File: config.mk
export PLATFORM = sky130hd
export DESIGN_NAME = shifter_right_32_bits_seq
export DESIGN_NICKNAME = d
export VERILOG_FILES = /design/src/rtl/shifter_pkg.sv /design/src/rtl/shr_step.sv /design/src/rtl/shifter_right_32_bits_seq.sv
export SDC_FILE = /design/constraint.sdc
export NUM_CORES = 1
export LEC_CHECK = 0
export ABC_CLOCK_PERIOD_IN_PS = 3000
export CORE_UTILIZATION = 43
export CTS_BUF_LIST = sky130_fd_sc_hd__clkbuf_8 sky130_fd_sc_hd__clkbuf_16
export DETAILED_ROUTE_END_ITERATION = 8
export PLACE_DENSITY = 0.76
export RECOVER_POWER = 50
export SYNTH_ARGS = -nofsm -noshare
export SYNTH_HDL_FRONTEND = slang
export SYNTH_SLANG_ARGS = --single-unit
File: constraint.sdc
create_clock -name clk -period 3 [get_ports clk]
set_input_delay 0.3 -clock clk [delete_from_list [all_inputs] [get_ports clk]]
set_output_delay 0.3 -clock clk [all_outputs]
set_load 0.03 [all_outputs]
File: src/rtl/shifter_pkg.sv
// Shared types and constants for the multi-cycle right shifter.
package shifter_pkg;

   localparam int WIDTH   = 32;
   localparam int SHAMT_W = 6;

   // Encoding 2'd3 is unused; the FSM treats it as IDLE.
   typedef enum logic [1:0] {
      IDLE  = 2'd0,
      SHIFT = 2'd1,
      DONE  = 2'd2
   } state_t;

   // Any amount of 32 or more shifts every bit out, so it is clamped to 32.
   function automatic logic [SHAMT_W-1:0] sat_amount(input logic [31:0] sel);
      return (|sel[31:5]) ? SHAMT_W'(32) : {1'b0, sel[4:0]};
   endfunction

endpackage

File: src/rtl/shr_step.sv
// One combinational step of the shifter: data >> k, with the vacated top k bits set to fill.
module shr_step
   import shifter_pkg::*;
(
   input  logic [WIDTH-1:0] data,
   input  logic [3:0]       k,
   input  logic             fill,
   output logic [WIDTH-1:0] result
);

   logic [WIDTH-1:0] ones;
   assign ones = '1;

   always_comb begin
      result = data >> k;
      if (fill) result = result | ~(ones >> k);
   end

endmodule

File: src/rtl/shifter_right_32_bits_seq.sv
// Multi-cycle 32-bit right shifter with valid/ready handshakes, up to STEP bits per clock.
// Define SHR_ARITH_EN to honour the Arith port; without it, fill is always 0.
//
// state | meaning
// IDLE  | waiting for an operand, In_ready=1
// SHIFT | consuming the shift amount, STEP bits at most per cycle
// DONE  | result on Out, Out_valid=1, waiting for Out_ready
module shifter_right_32_bits_seq
   import shifter_pkg::*;
#(
   parameter int STEP = 1
) (
   input  logic             clk,
   input  logic             rst,
   input  logic             In_valid,
   output logic             In_ready,
   input  logic [WIDTH-1:0] In,
   input  logic [31:0]      Sel,
   input  logic             Arith,
   output logic             Out_valid,
   input  logic             Out_ready,
   output logic [WIDTH-1:0] Out
);

   localparam logic [SHAMT_W-1:0] STEP_W = SHAMT_W'(STEP);

   state_t               state_q, state_d;
   logic [WIDTH-1:0]     data_q, data_d;
   logic [WIDTH-1:0]     out_q, out_d;
   logic [SHAMT_W-1:0]   cnt_q, cnt_d;
   logic [3:0]           k;
   logic                 fill;
   logic                 accept;
   logic [WIDTH-1:0]     shifted;

   assign accept = In_valid && (state_q == IDLE);

`ifdef SHR_ARITH_EN
   // Sign is captured once at accept; every step fills with it, not the running MSB.
   logic fill_q;
   always_ff @(posedge clk or posedge rst) begin
      if (rst)         fill_q <= 1'b0;
      else if (accept) fill_q <= Arith & In[WIDTH-1];
   end
   assign fill = fill_q;
`else
   logic unused_arith;
   assign unused_arith = Arith;
   assign fill         = 1'b0;
`endif

   assign k = (cnt_q < STEP_W) ? cnt_q[3:0] : 4'(STEP);

   shr_step u_step (
      .data   (data_q),
      .k      (k),
      .fill   (fill),
      .result (shifted)
   );

   always_ff @(posedge clk or posedge rst) begin
      if (rst) begin
         state_q <= IDLE;
         data_q  <= '0;
         out_q   <= '0;
         cnt_q   <= '0;
      end else begin
         state_q <= state_d;
         data_q  <= data_d;
         out_q   <= out_d;
         cnt_q   <= cnt_d;
      end
   end

   always_comb begin
      state_d   = state_q;
      data_d    = data_q;
      out_d     = out_q;
      cnt_d     = cnt_q;
      In_ready  = 1'b0;
      Out_valid = 1'b0;
      case (state_q)
         IDLE: begin
            In_ready = 1'b1;
            if (In_valid) begin
               data_d = In;
               cnt_d  = sat_amount(Sel);
               if (cnt_d == '0) begin
                  state_d = DONE;
                  out_d   = In;
               end else begin
                  state_d = SHIFT;
               end
            end
         end
         SHIFT: begin
            data_d = shifted;
            cnt_d  = cnt_q - {2'b00, k};
            if (cnt_d == '0) begin
               state_d = DONE;
               out_d   = shifted;
            end
         end
         DONE: begin
            Out_valid = 1'b1;
            if (Out_ready) state_d = IDLE;
         end
         default: state_d = IDLE;
      endcase
   end

   // Out is a separate register so it keeps the last result after the handshake.
   assign Out = out_q;

endmodule

==> results.txt, run 1 <==
Run status: finished clean
CP max stage cell: or4_1
Clock tree sinks: 72
Pwr dens: 1016 mW/mm²
Cell taking the most area after synthesis: dfrtp_1
Synth unique cells: 32
CTS H-tree depth: 3
Final setup fails: 0
CTS clock-pin slew for the worst setup and hold paths: 0.08 ns
CTS root buf: clkbuf_8
Total GRT Usage: 19.48%
Arrival time worst endpoint: 3.08 ns
Post-synth EDFFs: 0
DIE HEIGHT: 94.02 µm
Most common cell in the synthesized netlist: dfrtp_1
Core area: 0.008217 mm²
Most frequent cells after synthesis: dfrtp_1, mux2_2, nand2_1
Pleak: 2.173 nW
RSZ-0062 raised after global routing: no
Fin crit period: 2.844 ns
Rel. slew slack: 1.016%
I/O Buffers: 101
Vias per cell: 5.215
Row count: 33
Ports: 103
Layout cell share with drive strength beyond 1: 20.69%
Slowest cell delay on critical path: 0.54 ns
Die width: 94.02 µm
Fmax: 351.6 MHz
Worst-path cell chain: or4_1, or3_2, nand2_1, ha_1, nor2_1, xnor2_1, nand3b_1, a2bb2oi_4, buf_12, mux2_2
Least-Margin Pin Slew: 1.485 ns
Max Fanout on Critical Path: 21
Worst EP required: 3.23 ns
Postcts setup bufs: 0
Worst vdd ir: 0.5091 mV
Starting DRC count in detailed routing: 154
Fin nets: 500
Largest net degree at the start of global routing: 70
Vias in the first global route: 2821
Overflow after GRT: 0
Clock Tree Buf Depth: 2
Worst Skew: 0.01380 ns
Global-route wire length before repair: 13.14 mm
Hold violation count in the final report: 0
Initial antenna violation count: 0
Avg Cell Area, Syn: 11.10 µm²
Clock Latency Late Sink: 0.36 ns
Hold buffer count at cts: 0
Hold Path Class: reg -> reg
Synth Register Bits: 72
Most used DFF post-synth: dfrtp_1
Startpoint Class: flip-flop
Initial Util: 44.31%
GPL Wtd Cong: 0.8895
Placed Instances: 524
CTS tree: done
Top-area cell type share of the netlist area: 49.48%
WS Path Type: reg -> reg
Drt wl/cell: 14.90 µm
Crit share post-route: 94.81%
Top post-synthesis cells by area: dfrtp_1, mux2_2, mux2i_1
Die Footprint: 0.008840 mm²
Mapped Cells: 328
Num CTS Buffers: 9
CP endpoint kind: flip-flop
Total wire length: 8.045 mm
Area Overhead vs Synth: 37.25%
Antenna viol nets, final: 0
DRC: 0
Via Count: 2816
FFs w/ async S/R, synth: 100.0%
First-pass DRT Iterations: 6
Final Max Slew Viols: 0
Post_cts resized: 0
Setup_tns: 0 ns
Max Cap Viol: 0
Cell Area, Synth: 0.003641 mm²
Filler Cell Count: 699
Final non-filler cell total: 540
Seq/Total Area, Yosys: 49.48%
Inserted Diodes: 0
Post-DP HPWL: 5.614 mm
Mapped Nets: 398
Synth Warn #: 0
[worst max-delay path, delay by kind of cell, from the launching register on]
family,cells,cell delay (ns)
AO/OA/AOI/OAI,1,0.20
XOR/XNOR,1,0.13
buffers and inverters,1,0.20
flip-flops,1,0.38
AND/OR/NAND/NOR,5,1.31
multiplexers,1,0.35
adder cells (fa/ha/maj),1,0.16
[final timing paths]
path | startpoint | end | slack (ns) | depth (start not counted)
hold reg to reg | Out[23] | Out[23] | 0.50 | 1
max in group asynchronous | rst | data_q[19] | 0.62 | 3
hold / removal | Out[23] | Out[23] | 0.50 | 1
min in group asynchronous | rst | Out[0] | 0.54 | 2
setup / recovery | cnt_q[0] | Out[22] | 0.16 | 10
setup reg to reg | cnt_q[0] | Out[22] | 0.16 | 10
[layout make-up]
type | instances | area (µm²) | area share (%)
timing repair buffer | 112 | 1102 | 22.06
sequential | 72 | 1802 | 36.05
multi-input combinational | 230 | 1723 | 34.48
clock buffer | 9 | 123.9 | 2.479
clock inverter | 7 | 96.34 | 1.928
tap | 105 | 131.4 | 2.629
inverter | 5 | 18.77 | 0.3756
[state kept, by name, summed over array words and instances, names as in the netlist]
register	flops
state_q	2
data_q	32
cnt_q	6
Out	32
[power by group]
part / internal (mW) / total, mW / switching, mW
Clock: 0.469 / 0.852 / 0.383
Sequential: 1.43 / 1.71 / 0.287
Combinational: 1.23 / 2.51 / 1.28
[metrics by stage]
| stage | hold WS (ns) | total power [mW] | setup WS [ns] | utilization, % | cell area, µm² |
|---|---|---|---|---|---|
| after floorplan | 0.3916 | 3.455 | -0.01479 | - | 3641 |
| after global routing | 0.5240 | 5.437 | 0.00005373 | 60.82 | 4997 |
| after CTS | 0.2724 | 5.167 | 0.1092 | 60.86 | 5001 |
| after detailed placement | 0.4927 | 4.299 | 0.1149 | 58.18 | 4781 |
| final | 0.5025 | 5.076 | 0.1557 | 60.82 | 4997 |
| after global placement | 0.4889 | 4.212 | 0.2290 | 58.18 | 4781 |
[logic make-up (layout without fill, tap and decap cells)]
group	Yosys count	in the layout	share of synthesized area, %
AND/OR/NAND/NOR	81	81	9.725
XOR/XNOR	1	1	0.2406
AO/OA/AOI/OAI	52	52	7.972
flip-flops	72	72	49.48
adder cells (fa/ha/maj)	1	1	0.3436
multiplexers	95	95	28.32
buffers and inverters	26	133	3.918
[layout by cell type (no fill, tap or decap), types with 7 or more instances in the layout]
cell	count
mux2i_1	31
clkdlybuf4s50_1	84
nand2_1	37
o21ai_1	36
dfrtp_1	72
nor3_1	7
clkbuf_8	9
dlygate4sd3_1	17
nor2_1	21
buf_4	7
mux2_2	62
[per-layer routing]
layer / up-vias / routed length (µm) / global-route usage, %
met3: 15 / 578 / 4.207
li1: 1373 / - / -
met2: 98 / 3687 / 29.81
met4: 0 / 193 / 10.00
met5: - / 0 / 0
met1: 1330 / 3585 / 25.95
Note: power is estimated with default switching activity, not from simulation.
==> run 2, diff against run 1 <==
- CELL_PAD_IN_SITES_DETAIL_PLACEMENT: default -> 2
- CELL_PAD_IN_SITES_GLOBAL_PLACEMENT: default -> 2
- CORE_UTILIZATION: 43 -> 27
- PLACE_DENSITY: 0.76 -> default
- PLACE_DENSITY_LB_ADDON: default -> 0.1
- SLEW_MARGIN: default -> 20
==> run 2 against run 1 <==
  * Setup slack got worse by 0.020 ns
  * Core utilization is 21 points lower
  * The flow now finishes with violations (capacitance limit)
  * Critical path type unchanged
  * Wire length is 33% higher
  * Non-clock buffer count increased by 8
  * Clock skew is 0.0058 ns lower
  * Flip-flop and latch count unchanged
  * Combinational power up 6%
  * Final area increased by 5.7%
  * Register-to-register slack worse by 0.02 ns
  * Count of clock-buffer cells in the layout is the same
  * Largest power group unchanged
  * Largest cell class unchanged
==> results.txt, run 2 (synthesized netlist as in run 1, its figures left out) <==
Global-route wire length before repair: 17.31 mm (+32%)
Fmax: 349.1 MHz (-0.70%)
Core area: 0.01319 mm² (+61%)
Pwr dens: 1042 mW/mm² (+2.6%)
CTS clock-pin slew for the worst setup and hold paths: 0.06 ns (-0.02 ns)
FF-to-FF setup slack: 0.14 ns (-0.02 ns)
Initial Util: 27.60% (-17 points)
Most frequent cells in the layout: clkdlybuf4s50_1, dfrtp_1, mux2_2
CP endpoint kind: flip-flop
Inserted Diodes: 0 (unchanged)
Vias in the first global route: 3321 (+18%)
Layout cell share with drive strength beyond 1: 22.80% (+2.1 points)
Clock Latency Late Sink: 0.34 ns (-0.02 ns)
Placed Instances: 599 (+14%)
Via Count: 2968 (+5.4%)
Die Footprint: 0.01395 mm² (+58%)
Fin nets: 508 (+1.6%)
Worst setup margin: 0.1357 ns (-0.02001 ns)
Row count: 42 (+27%)
Total wire length: 10.67 mm (+33%)
CTS tree: done
Area Overhead vs Synth: 45.02%
Initial antenna violation count: 0 (unchanged)
Ports: 103 (unchanged)
Vias per cell: 4.795 (-8.1%)
Crit share post-route: 95.48% (+0.67 points)
Startpoint Class: flip-flop
CTS H-tree depth: 3 (unchanged)
Num CTS Buffers: 9 (unchanged)
Clock tree sinks: 72 (unchanged)
GPL Wtd Cong: 0.7443 (-16%)
Most common cell after layout, fill and taps aside: clkdlybuf4s50_1
Rel. slew slack: 1.575% (+0.56 points)
Failing checks: capacitance limit
WS Path Type: reg -> reg
Die width: 118.1 µm (+26%)
Antenna viol nets, final: 0 (unchanged)
Least-Margin Pin Slew: 1.476 ns (-0.008384 ns)
Reg2reg end: Out[10]
Hold violation count in the final report: 0 (unchanged)
Worst vdd ir: 0.3375 mV (-34%)
First-pass DRT Iterations: 4 (-2)
Starting DRC count in detailed routing: 73 (-53%)
Post-DP HPWL: 7.336 mm (+31%)
Clock Tree Buf Depth: 2 (unchanged)
Final Max Slew Viols: 0 (unchanged)
I/O Buffers: 101 (unchanged)
Run status: complete, but fails checks
Final setup fails: 0 (unchanged)
Total GRT Usage: 15.88% (-3.6 points)
Pre-CTS setup slack: 0.1323 ns (+0.01745 ns)
FF-to-FF Start: cnt_q[0]
CTS root buf: clkbuf_16
Max Cap Viol: 1 (+1)
Hold buffer count at cts: 0 (unchanged)
Worst Reg-to-Reg Cells: 10 (unchanged)
Fin crit period: 2.864 ns (+0.02001 ns)
Hold Path Class: reg -> reg
Drt wl/cell: 17.24 µm (+16%)
Crit path to: Out[10]
Pleak: 2.269 nW (+4.4%)
Arrival time worst endpoint: 3.09 ns (about the same)
RSZ-0062 raised after global routing: no
DRC: 0 (unchanged)
Overflow after GRT: 0 (unchanged)
Max Fanout on Critical Path: 8 (-62%)
DIE HEIGHT: 118.1 µm (+26%)
Largest net degree at the start of global routing: 42 (-40%)
Crit path from: cnt_q[0]
Final non-filler cell total: 619 (+15%)
Worst EP required: 3.22 ns (about the same)
Worst Skew: 0.008042 ns (-0.005761 ns)
run 2: cell count changes in the layout (fill, tap and decap cells not counted), sizes merged:
cell / before / now
buf: 9 / 12
bufinv: 2 / 1
clkbuf: 11 / 16
clkinv: 1 / 3
clkinvlp: 2 / 1
run 2: critical path: stages (launching register included):
cell,delay (ns)
dfrtp_1,0.39
or4_4,0.54
or3_4,0.35
nand2_2,0.08
ha_2,0.18
nor2_2,0.06
xnor2_1,0.12
nand3b_1,0.16
a2bb2oi_4,0.32
clkbuf_16,0.23
mux2_2,0.33
run 2: layout make-up:
cell class	count	area (µm²)
Fill cell	1394	7910
Sequential cell	72	1802
Multi-Input combinational cell	230	1738
Timing Repair Buffer	120	1196
Clock buffer	9	225.2
Tap cell	176	220.2
Clock inverter	7	80.08
Inverter	5	18.77
run 2: where the power goes:
group	internal (mW)	switching (mW)
clock	0.654	0.457
combinational	1.28	1.38
sequential	1.43	0.298
total	3.37	2.14
run 2: worst min path at each step:
stage | end | startpoint | cells past startpoint
floorplan | state_q[1] | Out_ready | 1
global placement | Out[31] | Out[31] | 1
detailed placement | Out[31] | Out[31] | 1
CTS | Out[14] | rst | 2
global route | Out[31] | Out[31] | 1
finish | Out[31] | Out[31] | 1
run 2: timing repair:
action / in CTS / in global routing
buffers inserted: 0 / 2
setup endpoints to repair: 0 / 32
resized for setup: 0 / 5
run 2: through the flow:
stage	TNS [ns]	area [µm²]	power (mW)	hold slack, ns	utilization, %
global placement	0	4912	4.338	0.4804	37.24
finish	0	5280	5.501	0.4907	40.03
detailed placement	0	4912	4.432	0.4850	37.24
CTS	0	5218	5.590	0.4767	39.56
global route	0	5280	5.896	0.5105	40.03
floorplan	-0.3526	3641	3.455	0.3916	-
run 2: routing by layer:
| layer | track usage, % | vias up | routed length, µm |
|---|---|---|---|
| met5 | 0 | - | 0 |
| li1 | - | 1383 | - |
| met2 | 26.10 | 88 | 5073 |
| met4 | 5.529 | 0 | 139 |
| met1 | 19.84 | 1487 | 4760 |
| met3 | 4.554 | 10 | 698 |
==> run 3, diff against run 2 <==
- ABC_CLOCK_PERIOD_IN_PS: 3000 -> 2800
- CORE_UTILIZATION: 27 -> 30
- clock period: 3 -> 2.8 ns (I/O delays scaled with it)
==> run 3 against run 2 <==
  * The flow finishes with violations (DRC, capacitance limit, slew limit, setup timing)
  * Power is 14% higher
  * Via count is 0.10% higher
  * Wire length is 4.2% higher
  * Sequential share of layout area is 0.93 points lower
  * Global-route usage is 2.4 points higher
  * Register-to-register slack worse by 0.15 ns
  * Setup slack worse by 0.15 ns
  * Sequential power is 8% higher
  * Largest cell class is now multi-input gates
  * Largest power group unchanged
  * Highest routed layer unchanged
==> results.txt, run 3 (synthesized netlist as in run 1, its figures left out) <==
Slowest cell delay on critical path: 0.54 ns (about the same)
Final setup fails: 9 (+9)
Clock tree sinks: 72 (unchanged)
Antenna viol nets, final: 0 (unchanged)
Total GRT Usage: 18.23% (+2.4 points)
Max Fanout on Critical Path: 6 (-2)
DIE HEIGHT: 112.2 µm (-5.0%)
First-pass DRT Iterations: 6 (+2)
Filler Cell Count: 1201 (-14%)
Crit path from: cnt_q[0]
Crit share post-route: 100.7% (+5.2 points)
Num CTS Buffers: 9 (unchanged)
Max Cap Viol: 1 (unchanged)
Row count: 39 (-7.1%)
I/O Buffers: 101 (unchanged)
Most frequent cells in the layout: clkdlybuf4s50_1, dfrtp_1, nand2_1, o21ai_1, mux2_2
CTS clock-pin slew for the worst setup and hold paths: 0.06 ns (about the same)
Hold violation count in the final report: 0 (unchanged)
Drt wl/cell: 18.85 µm (+9.3%)
RSZ-0062 raised after global routing: yes
Hold buffer count at cts: 0 (unchanged)
Ports: 103 (unchanged)
Run status: complete, but fails checks
Design Area, Final: 0.005428 mm² (+2.8%)
Rel. slew slack: -23.89% (-25 points)
Hold Path Class: reg -> reg
WS Path Type: reg -> reg
Vias per cell: 5.036 (+5.0%)
CP endpoint kind: flip-flop
Worst vdd ir: 0.5392 mV (+60%)
Die Footprint: 0.01258 mm² (-9.8%)
Worst Skew: 0.006204 ns (-0.001838 ns)
Most common cell after layout, fill and taps aside: clkdlybuf4s50_1
Clock Tree Buf Depth: 2 (unchanged)
Die width: 112.2 µm (-5.0%)
Final Max Slew Viols: 73 (+73)
Core area: 0.01161 mm² (-12%)
Pwr dens: 1153 mW/mm² (+11%)
Arrival time worst endpoint: 3.04 ns (-0.05 ns)
Overflow after GRT: 0 (unchanged)
Reg2reg end: Out[29]
Worst Reg-to-Reg Cells: 11 (+1)
GPL Wtd Cong: 0.7845 (+5.4%)
DP Area: 0.004923 mm² (+0.23%)
CTS root buf: clkbuf_16
DRC: 13 (+13)
Area Overhead vs Synth: 49.07%
Initial antenna violation count: 0 (unchanged)
Failing checks: DRC, capacitance limit, slew limit, setup timing
CTS tree: done
CTS H-tree depth: 3 (unchanged)
Pleak: 2.503 nW (+10%)
Core Util, Final: 46.74% (+6.7 points)
Fin crit period: 2.819 ns (-0.04567 ns)
Layout cell share with drive strength beyond 1: 24.61% (+1.8 points)
Final Power: 6.258 mW (+14%)
Total wire length: 11.12 mm (+4.2%)
Worst-path cell chain: or4_4, or3_4, nand2_4, ha_4, nor2_4, xnor2_2, nand3b_1, a2bb2oi_4, buf_6, clkbuf_16, mux2_2
Starting DRC count in detailed routing: 50 (-32%)
FF-to-FF Start: cnt_q[0]
Fin nets: 512 (+0.79%)
Inserted Diodes: 0 (unchanged)
Worst setup margin: -0.01867 ns (-0.1543 ns)
Largest net degree at the start of global routing: 73 (+74%)
Vias in the first global route: 3351 (+0.90%)
Via Count: 2971 (+0.10%)
Initial Util: 31.35% (+3.7 points)
Global-route wire length before repair: 17.53 mm (+1.3%)
FF-to-FF setup slack: -0.02 ns (-0.15 ns)
Post-DP HPWL: 7.110 mm (-3.1%)
Crit path to: Out[29]
CP max stage cell: or4_4
Worst EP required: 3.02 ns (-0.20 ns)
Pre-CTS setup slack: -0.09991 ns (-0.2323 ns)
Clock Latency Late Sink: 0.34 ns (about the same)
Least-Margin Pin Slew: 1.858 ns (+0.3819 ns)
Startpoint Class: flip-flop
Fmax: 354.8 MHz (+1.6%)
[run 3: power by group]
| group | leakage (nW) | internal (mW) | switching [mW] |
|---|---|---|---|
| registers | 0.836 | 1.53 | 0.341 |
| clock network | 0.150 | 0.709 | 0.454 |
| logic | 1.52 | 1.64 | 1.59 |
[run 3: per-layer routing]
layer	GRT usage (%)	vias to the layer above	share of wire, %
li1	-	1391	-
met1	22.49	1490	43
met2	31.39	78	50
met3	3.294	12	4.8
met4	7.733	0	1.5
met5	0	-	0
[run 3: final cells by class]
type	instances	area [µm²]	area share, %
tap	143	178.9	3.296
clock buffer	10	239.0	4.403
timing repair buffer	124	1259	23.19
clock inverter	6	60.06	1.106
sequential	72	1802	33.20
inverter	5	18.77	0.3458
multi-input combinational	230	1871	34.46
[run 3: worst max-delay path, delay by kind of cell (launching register included)]
family,cells,cell delay [ns]
simple gates,5,1.22
mux,1,0.32
compound gates,1,0.20
xor+xnor,1,0.13
buf+inv,2,0.30
flops,1,0.39
fa+ha+maj,1,0.14
[run 3: stage by stage]
stage	setup TNS, ns	instances	hold slack [ns]
floorplan	-3.521	328	0.3716
global placement	-0.1086	564	0.4919
detailed placement	-2.204	564	0.4942
CTS	0	586	0.3770
global route	-1.553	590	0.5245
finish	-0.05260	590	0.5056
[run 3: worst min path at each step]
| stage | start | end | slack, ns | depth (start not counted) |
|---|---|---|---|---|
| finish | Out[24] | Out[24] | 0.51 | 1 |
| global route | Out[24] | Out[24] | 0.52 | 1 |
| CTS | rst | Out[18] | 0.38 | 3 |
| detailed placement | Out[8] | Out[8] | 0.49 | 1 |
| global placement | data_q[0] | data_q[0] | 0.49 | 1 |
| floorplan | Out_ready | state_q[1] | 0.37 | 1 |
[run 3: what timing repair did]
action	CTS	global route
gates cloned	2	1
gates resized for setup	5	20
pin swaps	1	0
buffers inserted	4	4
endpoints found under the setup margin	32	32
